### src/rtl/mc_pkg.sv
// Shared types, encodings and small helpers for the multicycle MIPS-subset core.
package mc_pkg;

  typedef enum logic [3:0] {
    S_FETCH, S_DECODE, S_MEMADR, S_MEMRD, S_MEMWB, S_MEMWR, S_EXEC,
    S_ALUWB, S_BEQ, S_BNE, S_ADDIEX, S_ADDIWB, S_JUMP, S_TRAP
  } state_t;

  localparam logic [5:0] OP_RTYPE = 6'b000000;
  localparam logic [5:0] OP_J     = 6'b000010;
  localparam logic [5:0] OP_BEQ   = 6'b000100;
  localparam logic [5:0] OP_BNE   = 6'b000101;
  localparam logic [5:0] OP_ADDI  = 6'b001000;
  localparam logic [5:0] OP_LW    = 6'b100011;
  localparam logic [5:0] OP_SW    = 6'b101011;

  localparam logic [5:0] FN_ADD = 6'b100000;
  localparam logic [5:0] FN_SUB = 6'b100010;
  localparam logic [5:0] FN_AND = 6'b100100;
  localparam logic [5:0] FN_OR  = 6'b100101;
  localparam logic [5:0] FN_SLT = 6'b101010;

  typedef enum logic [2:0] {
    ALU_AND = 3'b000, ALU_OR = 3'b001, ALU_ADD = 3'b010,
    ALU_SUB = 3'b110, ALU_SLT = 3'b111
  } alu_ctrl_t;

  typedef enum logic {SRCA_PC = 1'b0, SRCA_A = 1'b1} srca_t;
  typedef enum logic [1:0] {SRCB_B, SRCB_FOUR, SRCB_IMM, SRCB_IMMSL2} srcb_t;
  typedef enum logic [1:0] {PCSRC_ALU, PCSRC_ALUOUT, PCSRC_JUMP} pcsrc_t;

  // R-type functs the ALU decoder understands; anything else traps.
  function automatic logic funct_ok(input logic [5:0] f);
    return (f == FN_ADD) || (f == FN_SUB) || (f == FN_AND) ||
           (f == FN_OR)  || (f == FN_SLT);
  endfunction

  function automatic alu_ctrl_t funct_alu(input logic [5:0] f);
    alu_ctrl_t c;
    case (f)
      FN_SUB:  c = ALU_SUB;
      FN_AND:  c = ALU_AND;
      FN_OR:   c = ALU_OR;
      FN_SLT:  c = ALU_SLT;
      default: c = ALU_ADD;
    endcase
    return c;
  endfunction

  // 32-bit wrapping ALU; slt is a signed compare.
  function automatic logic [31:0] alu_eval(input alu_ctrl_t ctl, input logic [31:0] a,
                                           input logic [31:0] b);
    logic [31:0] y;
    case (ctl)
      ALU_AND: y = a & b;
      ALU_OR:  y = a | b;
      ALU_SUB: y = a - b;
      ALU_SLT: y = {31'd0, $signed(a) < $signed(b)};
      default: y = a + b;
    endcase
    return y;
  endfunction

endpackage

### src/rtl/mc_ctrl.sv
// Control FSM and main/ALU decoders for the multicycle core.
module mc_ctrl import mc_pkg::*; #(
  parameter bit HAS_BNE  = 1'b1,
  parameter bit HAS_ADDI = 1'b1
) (
  input  logic      clk,
  input  logic      reset,
  input  logic      mem_ready,
  input  logic [5:0] op,
  input  logic [5:0] funct,
  input  logic      zero,
  output logic      pcen,
  output logic      irwrite,
  output logic      iord,
  output logic      regdst,
  output logic      memtoreg,
  output logic      regwrite,
  output srca_t     alusrca,
  output srcb_t     alusrcb,
  output alu_ctrl_t alucontrol,
  output pcsrc_t    pcsrc,
  output logic      aluouten,
  output logic      mem_req,
  output logic      mem_we,
  output logic      retire_p,
  output logic      trap
);

  state_t state_q, dec_state;
  logic   trap_q;

  // Main decoder: where DECODE goes for the current opcode/funct.
  always_comb begin
    dec_state = S_TRAP;
    case (op)
      OP_LW, OP_SW: dec_state = S_MEMADR;
      OP_RTYPE:     dec_state = funct_ok(funct) ? S_EXEC : S_TRAP;
      OP_BEQ:       dec_state = S_BEQ;
      OP_BNE:       dec_state = HAS_BNE ? S_BNE : S_TRAP;
      OP_ADDI:      dec_state = HAS_ADDI ? S_ADDIEX : S_TRAP;
      OP_J:         dec_state = S_JUMP;
      default:      dec_state = S_TRAP;
    endcase
  end

  // State register and sticky trap flag; memory states hold until ready.
  always_ff @(posedge clk) begin
    if (!reset) begin
      state_q <= S_FETCH;
      trap_q  <= 1'b0;
    end else begin
      case (state_q)
        S_FETCH:  if (mem_ready) state_q <= S_DECODE;
        S_DECODE: begin
          state_q <= dec_state;
          trap_q  <= (dec_state == S_TRAP);
        end
        S_MEMADR: state_q <= (op == OP_LW) ? S_MEMRD : S_MEMWR;
        S_MEMRD:  if (mem_ready) state_q <= S_MEMWB;
        S_MEMWR:  if (mem_ready) state_q <= S_FETCH;
        S_EXEC:   state_q <= S_ALUWB;
        S_ADDIEX: state_q <= S_ADDIWB;
        S_TRAP:   state_q <= S_TRAP;
        default:  state_q <= S_FETCH;
      endcase
    end
  end

  assign trap = trap_q;

  // Per-state datapath controls; every side effect is squashed while in reset.
  always_comb begin
    pcen       = 1'b0;
    irwrite    = 1'b0;
    iord       = 1'b1;
    regdst     = 1'b0;
    memtoreg   = 1'b0;
    regwrite   = 1'b0;
    alusrca    = SRCA_PC;
    alusrcb    = SRCB_B;
    alucontrol = ALU_ADD;
    pcsrc      = PCSRC_ALU;
    aluouten   = 1'b0;
    mem_req    = 1'b0;
    mem_we     = 1'b0;
    retire_p   = 1'b0;
    case (state_q)
      S_FETCH: begin
        iord    = 1'b0;
        mem_req = 1'b1;
        alusrcb = SRCB_FOUR;
        pcen    = mem_ready;
        irwrite = mem_ready;
      end
      S_DECODE: begin
        alusrcb  = SRCB_IMMSL2;
        aluouten = 1'b1;
      end
      S_MEMADR, S_ADDIEX: begin
        alusrca  = SRCA_A;
        alusrcb  = SRCB_IMM;
        aluouten = 1'b1;
      end
      S_MEMRD: mem_req = 1'b1;
      S_MEMWB: begin
        regwrite = 1'b1;
        memtoreg = 1'b1;
        retire_p = 1'b1;
      end
      S_MEMWR: begin
        mem_req  = 1'b1;
        mem_we   = 1'b1;
        retire_p = mem_ready;
      end
      S_EXEC: begin
        alusrca    = SRCA_A;
        alucontrol = funct_alu(funct);
        aluouten   = 1'b1;
      end
      S_ALUWB: begin
        regdst   = 1'b1;
        regwrite = 1'b1;
        retire_p = 1'b1;
      end
      S_BEQ, S_BNE: begin
        alusrca    = SRCA_A;
        alucontrol = ALU_SUB;
        pcsrc      = PCSRC_ALUOUT;
        pcen       = (state_q == S_BEQ) ? zero : !zero;
        retire_p   = 1'b1;
      end
      S_ADDIWB: begin
        regwrite = 1'b1;
        retire_p = 1'b1;
      end
      S_JUMP: begin
        pcsrc    = PCSRC_JUMP;
        pcen     = 1'b1;
        retire_p = 1'b1;
      end
      default: ;
    endcase
    if (!reset) begin
      pcen     = 1'b0;
      irwrite  = 1'b0;
      regwrite = 1'b0;
      aluouten = 1'b0;
      mem_req  = 1'b0;
      mem_we   = 1'b0;
      retire_p = 1'b0;
    end
  end

endmodule

### src/rtl/mc_mips_core.sv
// Multicycle MIPS-subset core: shared-memory datapath plus mc_ctrl FSM.
module mc_mips_core import mc_pkg::*; #(
  parameter logic [31:0] RESET_PC = 32'h0000_0000,
  parameter bit          HAS_BNE  = 1'b1,
  parameter bit          HAS_ADDI = 1'b1,
  parameter int          CNT_W    = 32
) (
  input  logic             clk,
  input  logic             reset,
  output logic             mem_req,
  output logic             mem_we,
  output logic [31:0]      adr,
  output logic [31:0]      writedata,
  input  logic             mem_ready,
  input  logic [31:0]      readdata,
  output logic             trap,
  output logic [CNT_W-1:0] retired,
  output logic             retire_p
);

  logic [31:0] pc_q, pc_d, ir_q, a_q, b_q, data_q, aluout_q;
  logic [CNT_W-1:0] retired_q;
  logic [31:0] rf [32];

  logic        pcen, irwrite, iord, regdst, memtoreg, regwrite, aluouten, zero;
  srca_t       alusrca;
  srcb_t       alusrcb;
  alu_ctrl_t   alucontrol;
  pcsrc_t      pcsrc;
  logic [4:0]  rs, rt, rd, wa;
  logic [31:0] signimm, rd1, rd2, srca, srcb, aluresult, wd;

  mc_ctrl #(.HAS_BNE(HAS_BNE), .HAS_ADDI(HAS_ADDI)) u_ctrl (
    .clk(clk), .reset(reset), .mem_ready(mem_ready),
    .op(ir_q[31:26]), .funct(ir_q[5:0]), .zero(zero),
    .pcen(pcen), .irwrite(irwrite), .iord(iord), .regdst(regdst),
    .memtoreg(memtoreg), .regwrite(regwrite), .alusrca(alusrca),
    .alusrcb(alusrcb), .alucontrol(alucontrol), .pcsrc(pcsrc),
    .aluouten(aluouten), .mem_req(mem_req), .mem_we(mem_we),
    .retire_p(retire_p), .trap(trap)
  );

  assign rs      = ir_q[25:21];
  assign rt      = ir_q[20:16];
  assign rd      = ir_q[15:11];
  assign signimm = {{16{ir_q[15]}}, ir_q[15:0]};
  assign rd1     = (rs == 5'd0) ? 32'd0 : rf[rs];
  assign rd2     = (rt == 5'd0) ? 32'd0 : rf[rt];
  assign wa      = regdst ? rd : rt;
  assign wd      = memtoreg ? data_q : aluout_q;
  assign srca    = (alusrca == SRCA_A) ? a_q : pc_q;

  // ALU operand B select and next-PC select.
  always_comb begin
    case (alusrcb)
      SRCB_B:    srcb = b_q;
      SRCB_FOUR: srcb = 32'd4;
      SRCB_IMM:  srcb = signimm;
      default:   srcb = {signimm[29:0], 2'b00};
    endcase
    aluresult = alu_eval(alucontrol, srca, srcb);
    case (pcsrc)
      PCSRC_ALUOUT: pc_d = aluout_q;
      PCSRC_JUMP:   pc_d = {pc_q[31:28], ir_q[25:0], 2'b00};
      default:      pc_d = aluresult;
    endcase
  end

  assign zero = (aluresult == 32'd0);

  // Register file; $0 is never written and reads as zero.
  always_ff @(posedge clk) begin
    if (regwrite && wa != 5'd0) rf[wa] <= wd;
  end

  // Architectural and non-architectural datapath registers plus retire counter.
  always_ff @(posedge clk) begin
    if (!reset) begin
      pc_q      <= RESET_PC;
      ir_q      <= 32'd0;
      a_q       <= 32'd0;
      b_q       <= 32'd0;
      data_q    <= 32'd0;
      aluout_q  <= 32'd0;
      retired_q <= '0;
    end else begin
      if (pcen)     pc_q     <= pc_d;
      if (irwrite)  ir_q     <= readdata;
      a_q <= rd1;
      b_q <= rd2;
      if (aluouten) aluout_q <= aluresult;
      if (mem_req && iord && !mem_we && mem_ready) data_q <= readdata;
      if (retire_p) retired_q <= retired_q + CNT_W'(1);
    end
  end

  assign adr       = iord ? aluout_q : pc_q;
  assign writedata = b_q;
  assign retired   = retired_q;

endmodule

### config.mk
export PLATFORM = sky130hd
export DESIGN_NAME = mc_mips_core
export DESIGN_NICKNAME = d
export VERILOG_FILES = /design/src/rtl/mc_pkg.sv /design/src/rtl/mc_ctrl.sv /design/src/rtl/mc_mips_core.sv
export SDC_FILE = /design/constraint.sdc
export NUM_CORES = 2
export LEC_CHECK = 0
export CAP_MARGIN = 20
export CELL_PAD_IN_SITES_DETAIL_PLACEMENT = 0
export CELL_PAD_IN_SITES_GLOBAL_PLACEMENT = 1
export CORE_UTILIZATION = 53
export DETAILED_ROUTE_END_ITERATION = 8
export GPL_TIMING_DRIVEN = 1
export PLACE_DENSITY_LB_ADDON = 0.1
export SYNTH_ARGS = -nofsm -noshare
export SYNTH_HDL_FRONTEND = slang
export SYNTH_SLANG_ARGS = --single-unit
### constraint.sdc
create_clock -name clk -period 7.6 [get_ports clk]
set_clock_uncertainty 0.15 [all_clocks]
set_input_delay 0.76 -clock clk [delete_from_list [all_inputs] [get_ports clk]]
set_output_delay 0.76 -clock clk [all_outputs]
set_load 0.01 [all_outputs]
==> impl_metrics.csv <==
group,metric,value,unit
clock_network,cts_resized,0,
power_and_ir_drop,p_per_area,247.5,nW/um^2
critical_path,rr_endpoint,"pc_q[30]",
die,die_x,345.5,um
clock_network,clkTransAtPathRegs,0.06,ns
die,core_area,116500,sq um
clock_network,clock_latency,0.75,ns
clock_network,cts_sinks,1253,
hold_path,hp-class,"reg2reg",
sta,finalSetupTns,0,ns
critical_path,critPathKind,"reg2reg",
flow_run,maxCapViolations,0,
critical_path,cp.arrival,7.61,ns
final_layout,drive_gt1_share,23.53,%
routing,drt_iter0_markers,5440,
grt,first_global_vias,40730,
power_and_ir_drop,p_leak,22.46,nW
sta,rsz0062_at_grt,"no",
sta,max_freq,141.1,MHz
grt,grt_pass1_wl,298400,um
hold_path,min_to,"data_q[11]",
synthesis,ys_types,88,
sta,finalCritPeriodShare,93.27,%
sta,hold_violations,0,
clock_network,cts_tree,"done",
outcome,status,"finished, final reports clean",
clock_network,cts_hold_buf,0,
place,place.gp.congestion,0.9761,
critical_path,path_max_fanout,24,
routing,num_vias,41730,
place,port_buffers,134,
synthesis,yosys-top-cells-area,"edfxtp_1 49%, mux4_2 18%, dfxtp_1 7.3%",
sta,setup_violations,0,
synthesis,synth_enable_flop_cells,1024,
routing,drt-pass1-iter-count,7,
final_layout,layout.nets,4518,
hold_path,worstHoldPathCells,2,
grt,antenna_found_initial,8,
die,start_util,53.68,%
sta,slew_headroom,24.53,%
synthesis,ys.flop_type,"edfxtp_1",
clock_network,cts_root_buf,"clkbuf_16",
clock_network,clockBufferDepth,3,
synthesis,synth_commonest_cells,"1,024 x edfxtp_1, 488 x mux4_2, 318 x nor2_1",
routing,routed_wl,209900,um
power_and_ir_drop,vdd_drop_max,0.2260,mV
hold_path,min_from,"data_q[11]",
synthesis,ys_async_sr_fraction,0,%
routing,drc,0,
synthesis,syn_avg_cell_area,14.60,sq um
critical_path,timing.critical_path.from,"u_ctrl.state_q[2]",
synthesis,synth_top_area_cell,"edfxtp_1",
power_and_ir_drop,power,17.40,mW
sta,drv_slew,0,
die,dieArea,119400,sq um
die,die_y,345.5,um
clock_network,numCtsBuffers,134,
sta,fin_crit,7.088,ns
synthesis,ys_ff_latch,1253,
die,rows,125,
synthesis,yosysWarnings,0,
critical_path,r2r_start,"u_ctrl.state_q[2]",
grt,grt_util_all_layers,35.08,%
final_layout,area_growth,12.44,%
synthesis,synth_top_area_share,49.16,%
final_layout,n_fill_cell,8902,
synthesis,yosysSeqAreaShare,56.49,%
synthesis,syn-cell-area,62550,sq um
clock_network,h-tree-depth,4,
grt,gr-total-overflow,0,
clock_network,post-cts-setup-buffers,0,
critical_path,worstPathRequired,8.12,ns
critical_path,r2r_cells,22,
routing,detail-route-antenna-nets,0,
critical_path,cp-end-kind,"register",
routing,wl_per_cell,34.90,um
critical_path,start_kind,"register",
grt,grt_max_degree,87,
routing,viasPerCell,6.937,
critical_path,reg2reg_slack,0.51,ns
place,dpl.hpwl,132500,um
synthesis,synth.most_common_cell,"edfxtp_1",
final_layout,multi_input_area,25930,sq um
die,io_pins,135,
final_layout,seq_area,35370,sq um
sta,worstMarginPinSlew,1.118,ns
synthesis,netlist_instances,4284,
## through the flow
step | instances | hold slack [ns] | worst slack (ns) | instance area (sq um) | util [%]
final | 6015 | 0.3171 | 0.5116 | 70330 | 60.36
after global routing | 6012 | 0.3417 | 0.3194 | 70320 | 60.35
after CTS | 6010 | 0.3187 | 0.4454 | 70280 | 60.32
after detailed placement | 5767 | 0.3031 | 0.5075 | 66060 | 56.69
after global placement | 5761 | 0.2971 | 0.4476 | 65930 | 56.59
after floorplan | 4315 | 0.2825 | 1.691 | 62670 | -
## where the power goes
part / switching, mW / internal, mW
Sequential: 0.198 / 7.66
Clock: 2.77 / 3.60
Combinational: 1.98 / 1.20
## critical path, cell delays in order, from the launching register on
cell	delay, ns
dfxtp_1	0.60
nor2_1	0.14
and2_0	0.33
buf_4	0.26
a222oi_1	0.77
inv_1	0.11
ha_1	0.49
nor2_1	0.23
nand2_1	0.12
a2111oi_0	0.88
buf_4	0.28
nor2_1	0.05
xnor2_1	0.14
a221oi_1	0.30
buf_4	0.21
and4_1	0.25
and4_1	0.24
nand4_1	0.15
or3b_4	0.46
o211ai_4	0.15
buf_12	0.25
and2_2	0.22
mux2i_1	0.18
## cell type report
type,instances,area share [%]
clock inverter,71,0.9732
inverter,104,0.5586
tap,1524,2.711
clock buffer,172,5.028
sequential,1253,50.30
antenna,3,0.01067
multi-input combinational,2625,36.87
timing repair buffer,263,3.555
## routing by layer
| layer | up-vias | global-route usage, % | wire [um] |
|---|---|---|---|
| li1 | 17350 | - | - |
| met1 | 21550 | 47.23 | 80190 |
| met2 | 2390 | 55.46 | 98660 |
| met3 | 438 | 6.417 | 20020 |
| met4 | 2 | 16.72 | 11010 |
| met5 | - | 0 | 12 |
## state kept, by name, indices dropped and copies added, names as in the netlist
name,flops
rf,1024
a_q,32
aluout_q,32
data_q,32
ir_q,32
pc_q,32
retired,32
writedata,32
u_ctrl.state_q,4
u_ctrl.trap,1
## how the worst max path moves through the flow
stage | endpoint | depth (start not counted)
2_1_floorplan | pc_q[10] | 23
3_3_place_gp | pc_q[26] | 22
3_5_place_dp | pc_q[25] | 24
4_1_cts | pc_q[25] | 24
5_1_grt | pc_q[30] | 24
6_report | pc_q[30] | 22
## logic make-up after synthesis
kind of cell / synth area share [%]
AO/OA/AOI/OAI: 8.442
XOR/XNOR: 0.5741
adder cells (fa/ha/maj): 2.064
buffers and inverters: 2.748
flip-flops: 56.49
multiplexers: 23.83
other: 0.005995
AND/OR/NAND/NOR: 5.847
## cell usage in the layout (no fill, tap or decap), types with 22 or more instances in the layout
cell,Yosys,final
ha_1,100,99
inv_1,104,103
a211oi_1,69,69
mux2_2,168,168
mux2i_1,202,202
nor2_1,318,285
clkdlybuf4s50_1,0,133
nor3_1,41,38
clkbuf_16,0,134
a221oi_1,76,76
o221ai_1,48,48
clkbuf_1,240,34
dfxtp_1,229,218
edfxtp_1,1024,1024
a21oi_1,220,220
xor2_1,24,24
nand3_1,35,35
o22ai_1,61,61
nor2_4,0,31
buf_4,0,114
nand2b_1,22,22
mux4_2,488,488
a22o_1,22,22
conb_1,1,32
nand2_1,261,259
o21ai_0,88,88
No activity file was read; power rests on OpenSTA's default activity.
